$ cat config.mk
export PLATFORM = sky130hd
export DESIGN_NAME = mem_bus_ctrl_flat
export DESIGN_NICKNAME = d
export VERILOG_FILES = /design/src/rtl/bus_pkg.sv /design/src/rtl/mem_bus_ctrl_if.sv /design/src/rtl/bus_region_decode.sv /design/src/rtl/mem_bus_ctrl.sv /design/src/flat_wrapper.sv
export SDC_FILE = /design/constraint.sdc
export NUM_CORES = 1
export LEC_CHECK = 0
export CAP_MARGIN = 5
export CORE_MARGIN = 3
export CORE_UTILIZATION = 30
export CTS_BUF_LIST = sky130_fd_sc_hd__clkbuf_16
export DETAILED_ROUTE_END_ITERATION = 8
export PLACE_DENSITY = 0.82
export SLEW_MARGIN = 20
export SYNTH_ARGS = -nofsm -noshare
export SYNTH_HDL_FRONTEND = slang
export SYNTH_SLANG_ARGS = --single-unit
$ cat constraint.sdc
create_clock -name clk -period 2 [get_ports clk]
set_input_delay 0.2 -clock clk [delete_from_list [all_inputs] [get_ports clk]]
set_output_delay 0.2 -clock clk [all_outputs]
set_load 0.05 [all_outputs]
$ cat src/rtl/bus_pkg.sv
// Shared types and constants for the memory bus controller.
//   bus_state_t  : controller FSM states (IDLE accepts address phases, WAIT stalls a read)
//   reg_idx_t    : decoded region index; UNMAPPED marks an address that hit no region
//   MAX_REG      : upper bound on the number of decoded regions
//   DEFAULT_FILL : read data returned for unmapped addresses
package bus_pkg;

    localparam int MAX_REG   = 8;
    localparam int REG_IDX_W = $clog2(MAX_REG) + 1;

    typedef logic [REG_IDX_W-1:0] reg_idx_t;

    // All-ones can never be a real region index because MAX_REG fits in one bit less.
    localparam reg_idx_t UNMAPPED = '1;

    localparam logic [7:0] DEFAULT_FILL = 8'hFF;

    typedef enum logic {
        IDLE = 1'b0,
        WAIT = 1'b1
    } bus_state_t;

endpackage

$ cat src/rtl/mem_bus_ctrl_if.sv
// CPU-side and device-side signals of the memory bus controller.
//   cpu_ab/cpu_do/cpu_we : CPU address, write data, write strobe
//   cpu_di/cpu_rdy       : read data and ready back to the CPU
//   dev_*                : region selects, write enable, address, write/read data
//   bus_err/err_count    : error pulse and saturating error counter
// Modport slave is the controller's view; master is the CPU/device-model view.
interface mem_bus_ctrl_if #(
    parameter int NREG = 3,
    parameter int AW   = 16,
    parameter int DW   = 8
);
    logic [AW-1:0]      cpu_ab;
    logic [DW-1:0]      cpu_do;
    logic               cpu_we;
    logic [DW-1:0]      cpu_di;
    logic               cpu_rdy;
    logic [NREG-1:0]    dev_sel;
    logic               dev_we;
    logic [AW-1:0]      dev_addr;
    logic [DW-1:0]      dev_wdata;
    logic [NREG*DW-1:0] dev_rdata;
    logic               bus_err;
    logic [7:0]         err_count;

    modport slave (
        input  cpu_ab, cpu_do, cpu_we, dev_rdata,
        output cpu_di, cpu_rdy, dev_sel, dev_we, dev_addr, dev_wdata, bus_err, err_count
    );

    modport master (
        output cpu_ab, cpu_do, cpu_we, dev_rdata,
        input  cpu_di, cpu_rdy, dev_sel, dev_we, dev_addr, dev_wdata, bus_err, err_count
    );
endinterface

$ cat src/rtl/bus_region_decode.sv
// Combinational priority address decoder.
//   addr : address to decode
//   idx  : lowest region index whose masked address equals its base, else UNMAPPED
//   hit  : high when any region matched
module bus_region_decode import bus_pkg::*; #(
    parameter int            NREG               = 3,
    parameter int            AW                 = 16,
    parameter logic [AW-1:0] REG_BASE [NREG]    = '{16'h0000, 16'h8000, 16'hC000},
    parameter logic [AW-1:0] REG_MASK [NREG]    = '{16'h8000, 16'hC000, 16'hF000}
) (
    input  logic [AW-1:0] addr,
    output reg_idx_t      idx,
    output logic          hit
);

    // Walking from the highest index down lets the lowest matching index win.
    always_comb begin
        idx = UNMAPPED;
        hit = 1'b0;
        for (int i = NREG - 1; i >= 0; i--) begin
            if ((addr & REG_MASK[i]) == REG_BASE[i]) begin
                idx = reg_idx_t'(i);
                hit = 1'b1;
            end
        end
    end

endmodule

$ cat src/rtl/mem_bus_ctrl.sv
// Memory bus controller: decodes the CPU address into one of NREG regions,
// stalls reads for the region's latency, returns read data (or FILL when
// unmapped), blocks writes to read-only regions and counts bus errors.
//   clk   : sole clock, all state on posedge
//   reset : synchronous, active-high
//   bus   : mem_bus_ctrl_if.slave carrying the CPU and device signals
module mem_bus_ctrl import bus_pkg::*; #(
    parameter int            NREG            = 3,
    parameter int            AW              = 16,
    parameter int            DW              = 8,
    parameter logic [AW-1:0] REG_BASE [NREG] = '{16'h0000, 16'h8000, 16'hC000},
    parameter logic [AW-1:0] REG_MASK [NREG] = '{16'h8000, 16'hC000, 16'hF000},
    parameter int            REG_LAT  [NREG] = '{1, 2, 3},
    parameter logic [NREG-1:0] REG_RO        = 3'b010,
    parameter logic [DW-1:0] FILL            = DEFAULT_FILL
) (
    input  logic          clk,
    input  logic          reset,
    mem_bus_ctrl_if.slave bus
);

    bus_state_t state, state_n;
    logic [3:0] cnt, cnt_n;
    reg_idx_t   sel_q;
    reg_idx_t   dec_idx;
    logic       dec_hit;
    logic [3:0] dec_lat;
    logic       dec_ro;
    logic       err_n;
    logic       cpu_rdy_q;
    logic       bus_err_q;
    logic [7:0] err_count_q;

    bus_region_decode #(
        .NREG     (NREG),
        .AW       (AW),
        .REG_BASE (REG_BASE),
        .REG_MASK (REG_MASK)
    ) u_decode (
        .addr (bus.cpu_ab),
        .idx  (dec_idx),
        .hit  (dec_hit)
    );

    // Per-region attributes of the currently decoded address.
    always_comb begin
        dec_lat = 4'd1;
        dec_ro  = 1'b0;
        for (int i = 0; i < NREG; i++) begin
            if (dec_hit && dec_idx == reg_idx_t'(i)) begin
                dec_lat = 4'(REG_LAT[i]);
                dec_ro  = REG_RO[i];
            end
        end
    end

    // Next state: only IDLE looks at the decode; WAIT just counts down.
    always_comb begin
        state_n = state;
        cnt_n   = cnt;
        err_n   = 1'b0;
        case (state)
            IDLE: begin
                cnt_n = 4'd0;
                if (!dec_hit) begin
                    err_n = 1'b1;
                end else if (bus.cpu_we && dec_ro) begin
                    err_n = 1'b1;
                end else if (!bus.cpu_we && dec_lat > 4'd1) begin
                    state_n = WAIT;
                    cnt_n   = dec_lat - 4'd1;
                end
            end
            WAIT: begin
                cnt_n = cnt - 4'd1;
                if (cnt == 4'd1) begin
                    state_n = IDLE;
                    cnt_n   = 4'd0;
                end
            end
            default: begin
                state_n = IDLE;
                cnt_n   = 4'd0;
            end
        endcase
    end

    // Registered stage: FSM, ready, latched region, error pulse and counter.
    always_ff @(posedge clk) begin
        if (reset) begin
            state       <= IDLE;
            cnt         <= 4'd0;
            cpu_rdy_q   <= 1'b1;
            sel_q       <= UNMAPPED;
            bus_err_q   <= 1'b0;
            err_count_q <= 8'd0;
        end else begin
            state     <= state_n;
            cnt       <= cnt_n;
            cpu_rdy_q <= (state_n == IDLE);
            bus_err_q <= err_n;
            if (state == IDLE) begin
                sel_q <= dec_idx;
            end
            if (err_n && err_count_q != 8'hFF) begin
                err_count_q <= err_count_q + 8'd1;
            end
        end
    end

    // Combinational outputs: read mux from the latched region, selects and write enable.
    always_comb begin
        bus.cpu_di  = FILL;
        bus.dev_sel = '0;
        for (int i = 0; i < NREG; i++) begin
            if (sel_q == reg_idx_t'(i)) begin
                bus.cpu_di = bus.dev_rdata[i*DW +: DW];
            end
            if (!reset) begin
                if (state == IDLE) begin
                    if (dec_hit && dec_idx == reg_idx_t'(i)) begin
                        bus.dev_sel[i] = 1'b1;
                    end
                end else if (sel_q == reg_idx_t'(i)) begin
                    bus.dev_sel[i] = 1'b1;
                end
            end
        end
    end

    assign bus.dev_we    = !reset && (state == IDLE) && dec_hit && !dec_ro && bus.cpu_we;
    assign bus.dev_addr  = bus.cpu_ab;
    assign bus.dev_wdata = bus.cpu_do;
    assign bus.cpu_rdy   = cpu_rdy_q;
    assign bus.bus_err   = bus_err_q;
    assign bus.err_count = err_count_q;

endmodule

$ cat src/flat_wrapper.sv
// flat-port wrapper written by rule: the top's interface ports become plain ports
module mem_bus_ctrl_flat import bus_pkg::*;
#(
    parameter int            NREG            = 3,
    parameter int            AW              = 16,
    parameter int            DW              = 8,
    parameter logic [AW-1:0] REG_BASE [NREG] = '{16'h0000, 16'h8000, 16'hC000},
    parameter logic [AW-1:0] REG_MASK [NREG] = '{16'h8000, 16'hC000, 16'hF000},
    parameter int            REG_LAT  [NREG] = '{1, 2, 3},
    parameter logic [NREG-1:0] REG_RO        = 3'b010,
    parameter logic [DW-1:0] FILL            = DEFAULT_FILL
)
  (clk, reset, bus_cpu_ab, bus_cpu_do, bus_cpu_we, bus_dev_rdata, bus_cpu_di, bus_cpu_rdy, bus_dev_sel, bus_dev_we, bus_dev_addr, bus_dev_wdata, bus_bus_err, bus_err_count);
  mem_bus_ctrl_if #(.NREG(NREG), .AW(AW), .DW(DW)) bus_i ();
  input  logic clk;
  input  logic reset;
  input wire logic [$bits(bus_i.cpu_ab)-1:0] bus_cpu_ab;
  input wire logic [$bits(bus_i.cpu_do)-1:0] bus_cpu_do;
  input wire logic [$bits(bus_i.cpu_we)-1:0] bus_cpu_we;
  input wire logic [$bits(bus_i.dev_rdata)-1:0] bus_dev_rdata;
  output wire logic [$bits(bus_i.cpu_di)-1:0] bus_cpu_di;
  output wire logic [$bits(bus_i.cpu_rdy)-1:0] bus_cpu_rdy;
  output wire logic [$bits(bus_i.dev_sel)-1:0] bus_dev_sel;
  output wire logic [$bits(bus_i.dev_we)-1:0] bus_dev_we;
  output wire logic [$bits(bus_i.dev_addr)-1:0] bus_dev_addr;
  output wire logic [$bits(bus_i.dev_wdata)-1:0] bus_dev_wdata;
  output wire logic [$bits(bus_i.bus_err)-1:0] bus_bus_err;
  output wire logic [$bits(bus_i.err_count)-1:0] bus_err_count;
  assign bus_i.cpu_ab = bus_cpu_ab;
  assign bus_i.cpu_do = bus_cpu_do;
  assign bus_i.cpu_we = bus_cpu_we;
  assign bus_i.dev_rdata = bus_dev_rdata;
  assign bus_cpu_di = bus_i.cpu_di;
  assign bus_cpu_rdy = bus_i.cpu_rdy;
  assign bus_dev_sel = bus_i.dev_sel;
  assign bus_dev_we = bus_i.dev_we;
  assign bus_dev_addr = bus_i.dev_addr;
  assign bus_dev_wdata = bus_i.dev_wdata;
  assign bus_bus_err = bus_i.bus_err;
  assign bus_err_count = bus_i.err_count;
  mem_bus_ctrl #(.NREG(NREG), .AW(AW), .DW(DW), .REG_BASE(REG_BASE), .REG_MASK(REG_MASK), .REG_LAT(REG_LAT), .REG_RO(REG_RO), .FILL(FILL)) u_core (.clk(clk), .reset(reset), .bus(bus_i));
endmodule
==> qor.csv, run 1 <==
metric;value;unit
Post-CTS Setup Bufs;0;
WHS;0.400;ns
Critical Path RT;2.14;ns
n_diodes;0;
CTS tree;done;
CP arrival;2.04;ns
drt total wl;3310;um
Core Region;0.00406;mm^2
Worst Setup End Kind;flop;
starting density of the core;31.5;%
EDFF count, synth;0;
initial antenna violation count;0;
Initial DRC Count;48;
CTS hold repair buffers;0;
CP Max Fanout;7;
via/cell ratio;5.01;
Storage cell area;362;um^2
share of layout cells above drive strength 1;21.6;%
Site Rows;23;
total gr overflow;0;
Tot Pwr;1170;uW
crit share post-route;94.8;%
Clock power frac;33.4;%
CP Cell Sequence;clkdlybuf4s50_1 > nor3b_4 > or3_1 > buf_4 > o31a_1 > o21a_1;
final hold vios;0;
Chip Width;71.3;um
type of the worst min-delay path;primary input to primary output;
Post-Syn Nets;213;
placed wire-length estimate;2650;um
Clock Path Buffers;2;
origin of the critical flop-to-flop path;u_core.state;
Max stage delay cell, worst path;or3_1;
Seq cells post-synth;18;
slowest stage delay, CP;0.51;ns
largest net degree at the start of global routing;14;
leakage dissipation;0.000755;uW
I/O Buffers;56;
post-synthesis average cell area;8.04;um^2
Sw Ratio;28.6;%
clk_skew;0.00126;ns
Ys Warns;0;
Post-DP Area;0.00189;mm^2
RSZ-0062 raised after global routing;no;
Vias;1247;
clk_lat worst skew;0.24;ns
Placed Cells incl. Taps;246;
clock sinks;18;
most frequent cells in the layout;40 x clkdlybuf4s50_1, 17 x buf_4, 17 x dfxtp_1, 14 x nor2_1;
IO Count;97;
Total Die Area;0.00508;mm^2
CP startpoint kind;primary input;
number of remaining DRC errors;0;
Total GRT Usage;12.9;%
Internal;835;uW
max_cap viols;0;
Net Switching;334;uW
first-pass GRT wire length;5410;um
largest vdd supply drop;0.363;mV
hold_sp;bus_cpu_ab[2];
fin nets;255;
H-tree Lvls;1;
filler instances;377;
register area share after synthesis;28.2;%
synthesized instance count;159;
post-route ant nets;0;
Final Non-Filler Cells;249;
Sequential Power Share;34.3;%
post-layout instance area;0.00197;mm^2
root buffer cell;clkbuf_16;
setup violators final;0;
Tmin final;1.90;ns
status;completed;
vias in the first global route;1205;
Slew headroom;60.5;%
Cell Area, Synth;0.00128;mm^2
PD cells;593;mW/mm^2
Multi-input gate area;683;um^2
WL/cell;13.3;um
async set-reset flop share out of synthesis;0;%
most common cell after layout, fill and taps aside;clkdlybuf4s50_1;
Top FF cell, synth;dfxtp_1;
Clk pin slew, worst setup/hold paths;0.05;ns
WS Path Type;primary input to flop;
Slew @ Worst Pin;0.590;ns
Final Max Slew Viols;0;
Placer Congestion;0.752;
Logic pwr share;32.3;%
Area growth, synth to finish;54.3;%
TritonRoute pass-1 iters;6;
final core utilization;48.6;%
Chip Height;71.3;um
cts bufs inserted;3;
Synth cell types;36;
CP Launch Point;bus_cpu_ab[14];
Max Freq;527;MHz
-- cell usage after synthesis (3+ instances only) --
cell type,instances,area share (%)
nor2_1,14,4.1
or3_1,3,1.5
nand2_1,7,2.1
o21ai_0,6,2.3
dfxtp_1,18,28
mux2_2,8,7.0
ha_1,3,2.9
o22ai_1,9,4.4
nand3_1,4,1.6
clkbuf_1,5,1.5
nand2b_1,12,5.9
buf_4,24,14
a21oi_1,9,3.5
inv_1,6,1.8
-- worst paths after layout --
path                            cells after the start  slack [ns]                 endpoint
worst min register to register                      2        0.52            u_core.cnt[3]
worst max-delay path                                6        0.10  u_core.bus.err_count[5]
worst max register to register                      5        0.28  u_core.bus.err_count[5]
worst min-delay path                                0        0.40          bus_dev_addr[2]
-- power groups by stage --
| stage | Clock (uW) | Sequential, uW | Combinational (uW) |
|---|---|---|---|
| after floorplan | 0 | 414 | 299 |
| after global placement | 0 | 407 | 375 |
| after detailed placement | 0 | 408 | 380 |
| after CTS | 401 | 401 | 381 |
| after global routing | 412 | 404 | 405 |
| final | 391 | 401 | 378 |
-- stage by stage --
stage | worst slack [ns] | TNS (ns)
CTS | 0.0645 | 0
global route | 0.0308 | 0
floorplan | 0.0744 | 0
finish | 0.103 | 0
global placement | -0.133 | -0.478
detailed placement | -0.171 | -0.720
-- metal layers --
| metal | global-route usage [%] | wire (um) | vias to the layer above |
|---|---|---|---|
| met5 | 0 | 0 | - |
| met3 | 3.51 | 210 | 8 |
| met2 | 23.0 | 1680 | 45 |
| li1 | - | - | 618 |
| met4 | 3.55 | 31 | 0 |
| met1 | 15.1 | 1390 | 576 |
-- kinds of logic (layout without fill, tap and decap cells) --
family,count (synthesis),in the layout,share of synthesized area [%]
muxes,9,9,7.93
DFF,18,18,28.2
adders and majority gates,3,3,2.94
buffers and inverters,38,78,18.9
xor gates and xnor gates,2,2,1.37
AOI/OAI and AO/OA,34,34,16.6
and+or+nand+nor,55,55,24.1
-- cell type report --
class | count | share of cell area (%)
inverter | 6 | 1.14
timing repair buffer | 69 | 38.9
sequential | 18 | 18.3
tap | 50 | 3.17
multi-input combinational | 103 | 34.6
clock buffer | 3 | 3.80
-- critical path, delay by kind of cell --
| family | cells | cell delay (ns) |
|---|---|---|
| buffers and inverters | 2 | 0.68 |
| AOI/OAI and AO/OA | 2 | 0.47 |
| and+or+nand+nor | 2 | 0.69 |
-- flip-flops by register name (all words and copies together) (netlist names) --
name / cells
u_core.cnt: 4
u_core.bus.cpu_rdy: 1
u_core.bus.bus_err: 1
u_core.state: 1
u_core.sel_q: 3
u_core.bus.err_count: 8
-- timing repair --
item | 4_1_cts | 5_1_grt
resized for setup | 0 | 2
endpoints found under the setup margin | 0 | 4
hold endpoints to repair | 0 | 0
(Power assumes the default switching activity.)
==> run 2, diff against run 1 <==
--- a/config.mk
+++ b/config.mk
@@ -10,7 +10,10 @@
 export CORE_UTILIZATION = 30
 export CTS_BUF_LIST = sky130_fd_sc_hd__clkbuf_16
 export DETAILED_ROUTE_END_ITERATION = 8
-export PLACE_DENSITY = 0.82
+export DONT_BUFFER_PORTS = 1
+export GPL_TIMING_DRIVEN = 0
+export PLACE_DENSITY = 0.53
+export SETUP_SLACK_MARGIN = 0.1
 export SLEW_MARGIN = 20
 export SYNTH_ARGS = -nofsm -noshare
 export SYNTH_HDL_FRONTEND = slang
==> run 2 against run 1 <==
Die area unchanged. Cell count is 14% lower. Sequential power up 2%. Critical path depth decreased by 2. Clock-buffer cell count did not move. Clock skew down 0.00058 ns. Critical path type is now flop to flop. Critical endpoint is now u_core.bus.err_count[7]. Highest routed layer unchanged.
==> qor.csv, run 2 (same netlist as run 1, synthesis figures left out) <==
metric;value;unit
status;completed;
via/cell ratio;5.31;
clock sinks;18;
fin nets;218;
Sw Ratio;35.7;%
final worst slack;0.121;ns
Worst Setup End Kind;flop;
Max stage delay cell, worst path;dfxtp_1;
CP startpoint kind;flop;
vias in the first global route;1087;
Logic pwr share;29.4;%
total gr overflow;0;
largest net degree at the start of global routing;11;
number of remaining DRC errors;0;
CTS hold repair buffers;0;
RSZ-0062 raised after global routing;yes;
filler instances;430;
CTS tree;done;
slowest stage delay, CP;0.72;ns
pre-CTS WS;-0.0913;ns
n_diodes;0;
Clock Path Buffers;2;
WS Path Type;flop to flop;
type of the worst min-delay path;primary input to flop;
Chip Width;71.3;um
CP Cell Sequence;nand4_1 > nor2_2 > nor4_2 > mux2_1;
I/O Buffers;0;
PD cells;785;mW/mm^2
H-tree Lvls;1;
most frequent cells in the layout;24 x buf_4, 12 x dfxtp_1, 10 x nor2_1, 9 x a21oi_1;
WL/cell;15.8;um
setup violators final;0;
Clk pin slew, worst setup/hold paths;0.06;ns
Core Region;0.00406;mm^2
Critical Path RT;2.14;ns
Max Freq;532;MHz
starting density of the core;31.5;%
Internal;751;uW
CP endpoint;u_core.bus.err_count[7];
Total Die Area;0.00508;mm^2
cell family with most CP delay;simple AND/OR/NAND/NOR gates;
Buffers & Inverters on Critical Path;0;
cts bufs inserted;3;
clk_skew;0.000684;ns
Initial DRC Count;65;
WHS;0.0351;ns
IO Count;97;
r2r endpoint;u_core.bus.err_count[7];
root buffer cell;clkbuf_16;
Slew headroom;58.1;%
Site Rows;23;
placed wire-length estimate;2570;um
Slew @ Worst Pin;0.628;ns
max reg flops;8;
Placer Congestion;0.730;
TritonRoute pass-1 iters;4;
CP Launch Point;u_core.bus.err_count[6];
post-route ant nets;0;
CP Max Fanout;10;
clk_lat worst skew;0.25;ns
drt total wl;3370;um
Total GRT Usage;12.0;%
Sequential Power Share;35.2;%
share of layout cells above drive strength 1;36.8;%
Net Switching;417;uW
Tmin final;1.88;ns
critical path depth in cells;4;
most common cell after layout, fill and taps aside;buf_4;
Post-CTS Setup Bufs;0;
max_cap viols;0;
leakage dissipation;0.000560;uW
Vias;1130;
Chip Height;71.3;um
first-pass GRT wire length;4970;um
CP arrival;2.02;ns
Setup TNS Final;0;ns
Clock power frac;35.4;%
origin of the critical flop-to-flop path;u_core.bus.err_count[6];
R2R depth;4;
crit share post-route;93.9;%
Final Max Slew Viols;0;
Area growth, synth to finish;16.4;%
initial antenna violation count;0;
setup slack, reg-to-reg;0.12;ns
final hold vios;0;
largest vdd supply drop;0.258;mV
run 2: through the flow:
stage,power (uW),cells,utilization [%],area [um^2]
3_5_place_dp,746,209,33.1,1340
3_3_place_gp,740,209,33.1,1340
5_1_grt,1210,213,36.7,1490
6_report,1170,213,36.7,1490
4_1_cts,1170,213,36.0,1460
2_1_floorplan,714,159,-,1280
run 2: worst min-delay path by stage:
stage / from / slack, ns / cells past startpoint / to
floorplan: bus_cpu_ab[14] / 0.29 / 1 / u_core.cnt[0]
global placement: bus_cpu_ab[14] / 0.30 / 1 / u_core.cnt[0]
detailed placement: bus_cpu_ab[14] / 0.30 / 1 / u_core.cnt[0]
CTS: reset / 0.03 / 1 / u_core.bus.err_count[2]
global route: reset / 0.03 / 1 / u_core.bus.err_count[2]
finish: reset / 0.04 / 1 / u_core.bus.err_count[2]
run 2: cell type report:
type / count / area, um^2 / area share (%)
multi-input cells: 103 / 732 / 49.2
flip-flops and latches: 18 / 368 / 24.7
plain buffers: 32 / 225 / 15.1
clock buffers: 3 / 75.1 / 5.04
well taps: 50 / 62.6 / 4.20
inverters: 6 / 22.5 / 1.51
clock inverters: 1 / 3.75 / 0.252
run 2: power by group through the flow:
stage	sequential [uW]	combinational (uW)	clock, uW
floorplan	414	299	0
global route	414	365	435
CTS	411	338	421
detailed placement	419	327	0
finish	411	343	414
global placement	418	322	0
run 2: routing by layer:
metal | global-route usage, % | routed length (um) | up-vias
met5 | 0 | 0 | -
met4 | 5.22 | 21 | 0
met3 | 3.79 | 291 | 2
met2 | 21.3 | 1740 | 52
met1 | 13.0 | 1320 | 528
li1 | - | - | 548
run 2: repair_timing:
action                                  CTS  global route
gates resized for setup                  16             9
endpoints found under the hold margin     0             0
endpoints found under the setup margin   15             8
==> run 3, diff against run 2 <==
--- a/config.mk
+++ b/config.mk
@@ -6,11 +6,13 @@
 export NUM_CORES = 1
 export LEC_CHECK = 0
 export CAP_MARGIN = 5
+export CORE_ASPECT_RATIO = 1.25
 export CORE_MARGIN = 3
 export CORE_UTILIZATION = 30
 export CTS_BUF_LIST = sky130_fd_sc_hd__clkbuf_16
 export DETAILED_ROUTE_END_ITERATION = 8
 export DONT_BUFFER_PORTS = 1
+export GPL_ROUTABILITY_DRIVEN = 0
 export GPL_TIMING_DRIVEN = 0
 export PLACE_DENSITY = 0.53
 export SETUP_SLACK_MARGIN = 0.1
==> run 3 against run 2 <==
Clock power down 2%. Fmax up 2.3%. Clock skew up 0.0036 ns. Clock-buffer cell count unchanged. Flip-flop and latch count unchanged. Hold slack better by 0.0030 ns. Sequential power about the same.
==> qor.csv, run 3 (same netlist as run 1, synthesis figures left out) <==
metric;value;unit
crit share post-route;91.8;%
Critical Path RT;1.80;ns
largest net degree at the start of global routing;11;
Area growth, synth to finish;19.0;%
via/cell ratio;5.28;
Most Frequent Cell on Critical Path;nand2b_1;
root buffer cell;clkbuf_16;
WS Path Type;flop to primary output;
vias in the first global route;1162;
I/O Buffers;0;
CP Cell Sequence;nand2b_1 > clkbuf_1 > o22ai_1 > nand2b_1;
clk_skew;0.00430;ns
Core Region;0.00394;mm^2
CP arrival;1.64;ns
initial antenna violation count;0;
max_cap viols;0;
setup violators final;0;
PD cells;769;mW/mm^2
CP startpoint kind;flop;
cell family with most CP delay;simple AND/OR/NAND/NOR gates;
cts bufs inserted;3;
first-pass GRT wire length;5310;um
most common cell after layout, fill and taps aside;buf_4;
largest vdd supply drop;0.324;mV
Slew @ Worst Pin;0.724;ns
post-layout instance area;0.00152;mm^2
Total Die Area;0.00509;mm^2
Max Freq;545;MHz
Clock Path Buffers;2;
leakage dissipation;0.000577;uW
clock sinks;18;
fin nets;218;
WL/cell;15.9;um
Chip Height;79.0;um
Post-DP Area;0.00135;mm^2
max reg flops;8;
pre-CTS WS;-0.120;ns
placed wire-length estimate;2760;um
share of layout cells above drive strength 1;38.7;%
Max stage delay cell, worst path;nand2b_1;
H-tree Lvls;1;
drt total wl;3450;um
total gr overflow;0;
final hold vios;0;
Final Max Slew Viols;0;
most frequent cells in the layout;24 x buf_4, 10 x nor2_1, 10 x dfxtp_1, 9 x a21oi_1;
Chip Width;64.4;um
Tmin final;1.84;ns
IO Count;97;
type of the worst min-delay path;primary input to flop;
Total GRT Usage;13.2;%
RSZ-0062 raised after global routing;yes;
Vias;1145;
Slew headroom;51.8;%
Worst Setup End Kind;primary output;
starting density of the core;32.4;%
CTS tree;done;
final core utilization;38.6;%
n_diodes;0;
number of remaining DRC errors;0;
Post-CTS Setup Bufs;0;
status;completed;
post-route ant nets;0;
Initial DRC Count;34;
Site Rows;25;
CP Max Fanout;8;
clk_lat worst skew;0.25;ns
TritonRoute pass-1 iters;3;
final worst slack;0.164;ns
Buffers & Inverters on Critical Path;1;
slowest stage delay, CP;0.41;ns
Clk pin slew, worst setup/hold paths;0.05;ns
-- run 3: path summary, 6_finish.rpt --
path	from	endpoint	slack, ns	depth (start not counted)
min reg2reg	u_core.cnt[3]	u_core.cnt[3]	0.53	2
min	reset	u_core.bus.err_count[2]	0.04	1
max	u_core.sel_q[1]	bus_cpu_di[6]	0.16	4
max reg2reg	u_core.state	u_core.bus.err_count[6]	0.21	5
-- run 3: repair_timing --
item | 4_1_cts | 5_1_grt
gates resized for setup | 18 | 13
endpoints found under the hold margin | 0 | 0
hold buffers | 0 | 0
setup endpoints to repair | 10 | 7
-- run 3: stage by stage --
stage / instances / total power, uW / hold slack, ns / setup TNS [ns]
final: 217 / 1170 / 0.0381 / 0
after global routing: 217 / 1220 / 0.0415 / 0
after CTS: 217 / 1170 / 0.0331 / 0
after detailed placement: 213 / 748 / 0.305 / -0.178
after global placement: 213 / 742 / 0.297 / -0.0820
after floorplan: 159 / 714 / 0.294 / 0
-- run 3: worst reg2reg max path, stage by stage (launching register included) --
cell	delay (ns)
dfxtp_1	0.31
nand2b_1	0.21
or3_1	0.36
buf_2	0.17
or4_1	0.51
a21oi_1	0.15
-- run 3: routing by layer --
layer	track usage, %	routed length [um]	vias to the layer above	share of wire [%]
met5	0	0	-	0
met4	7.82	82	0	2.4
met3	4.95	438	7	13
met2	22.1	1690	80	49
met1	14.0	1240	514	36
li1	-	-	544	-
-- run 3: report_power, final --
| part | switching, uW | total [uW] | internal [uW] |
|---|---|---|---|
| clock network | 141 | 407 | 266 |
| registers | 35.2 | 412 | 376 |
| logic | 239 | 352 | 113 |
-- run 3: final cells by class --
cell class                 count  area (um^2)
inverter                       6         22.5
fill                         407         2420
clock inverter                 1         3.75
clock buffer                   3         75.1
buffer                        32          225
tap                           54         67.6
sequential                    18          370
multi-input combinational    103          757
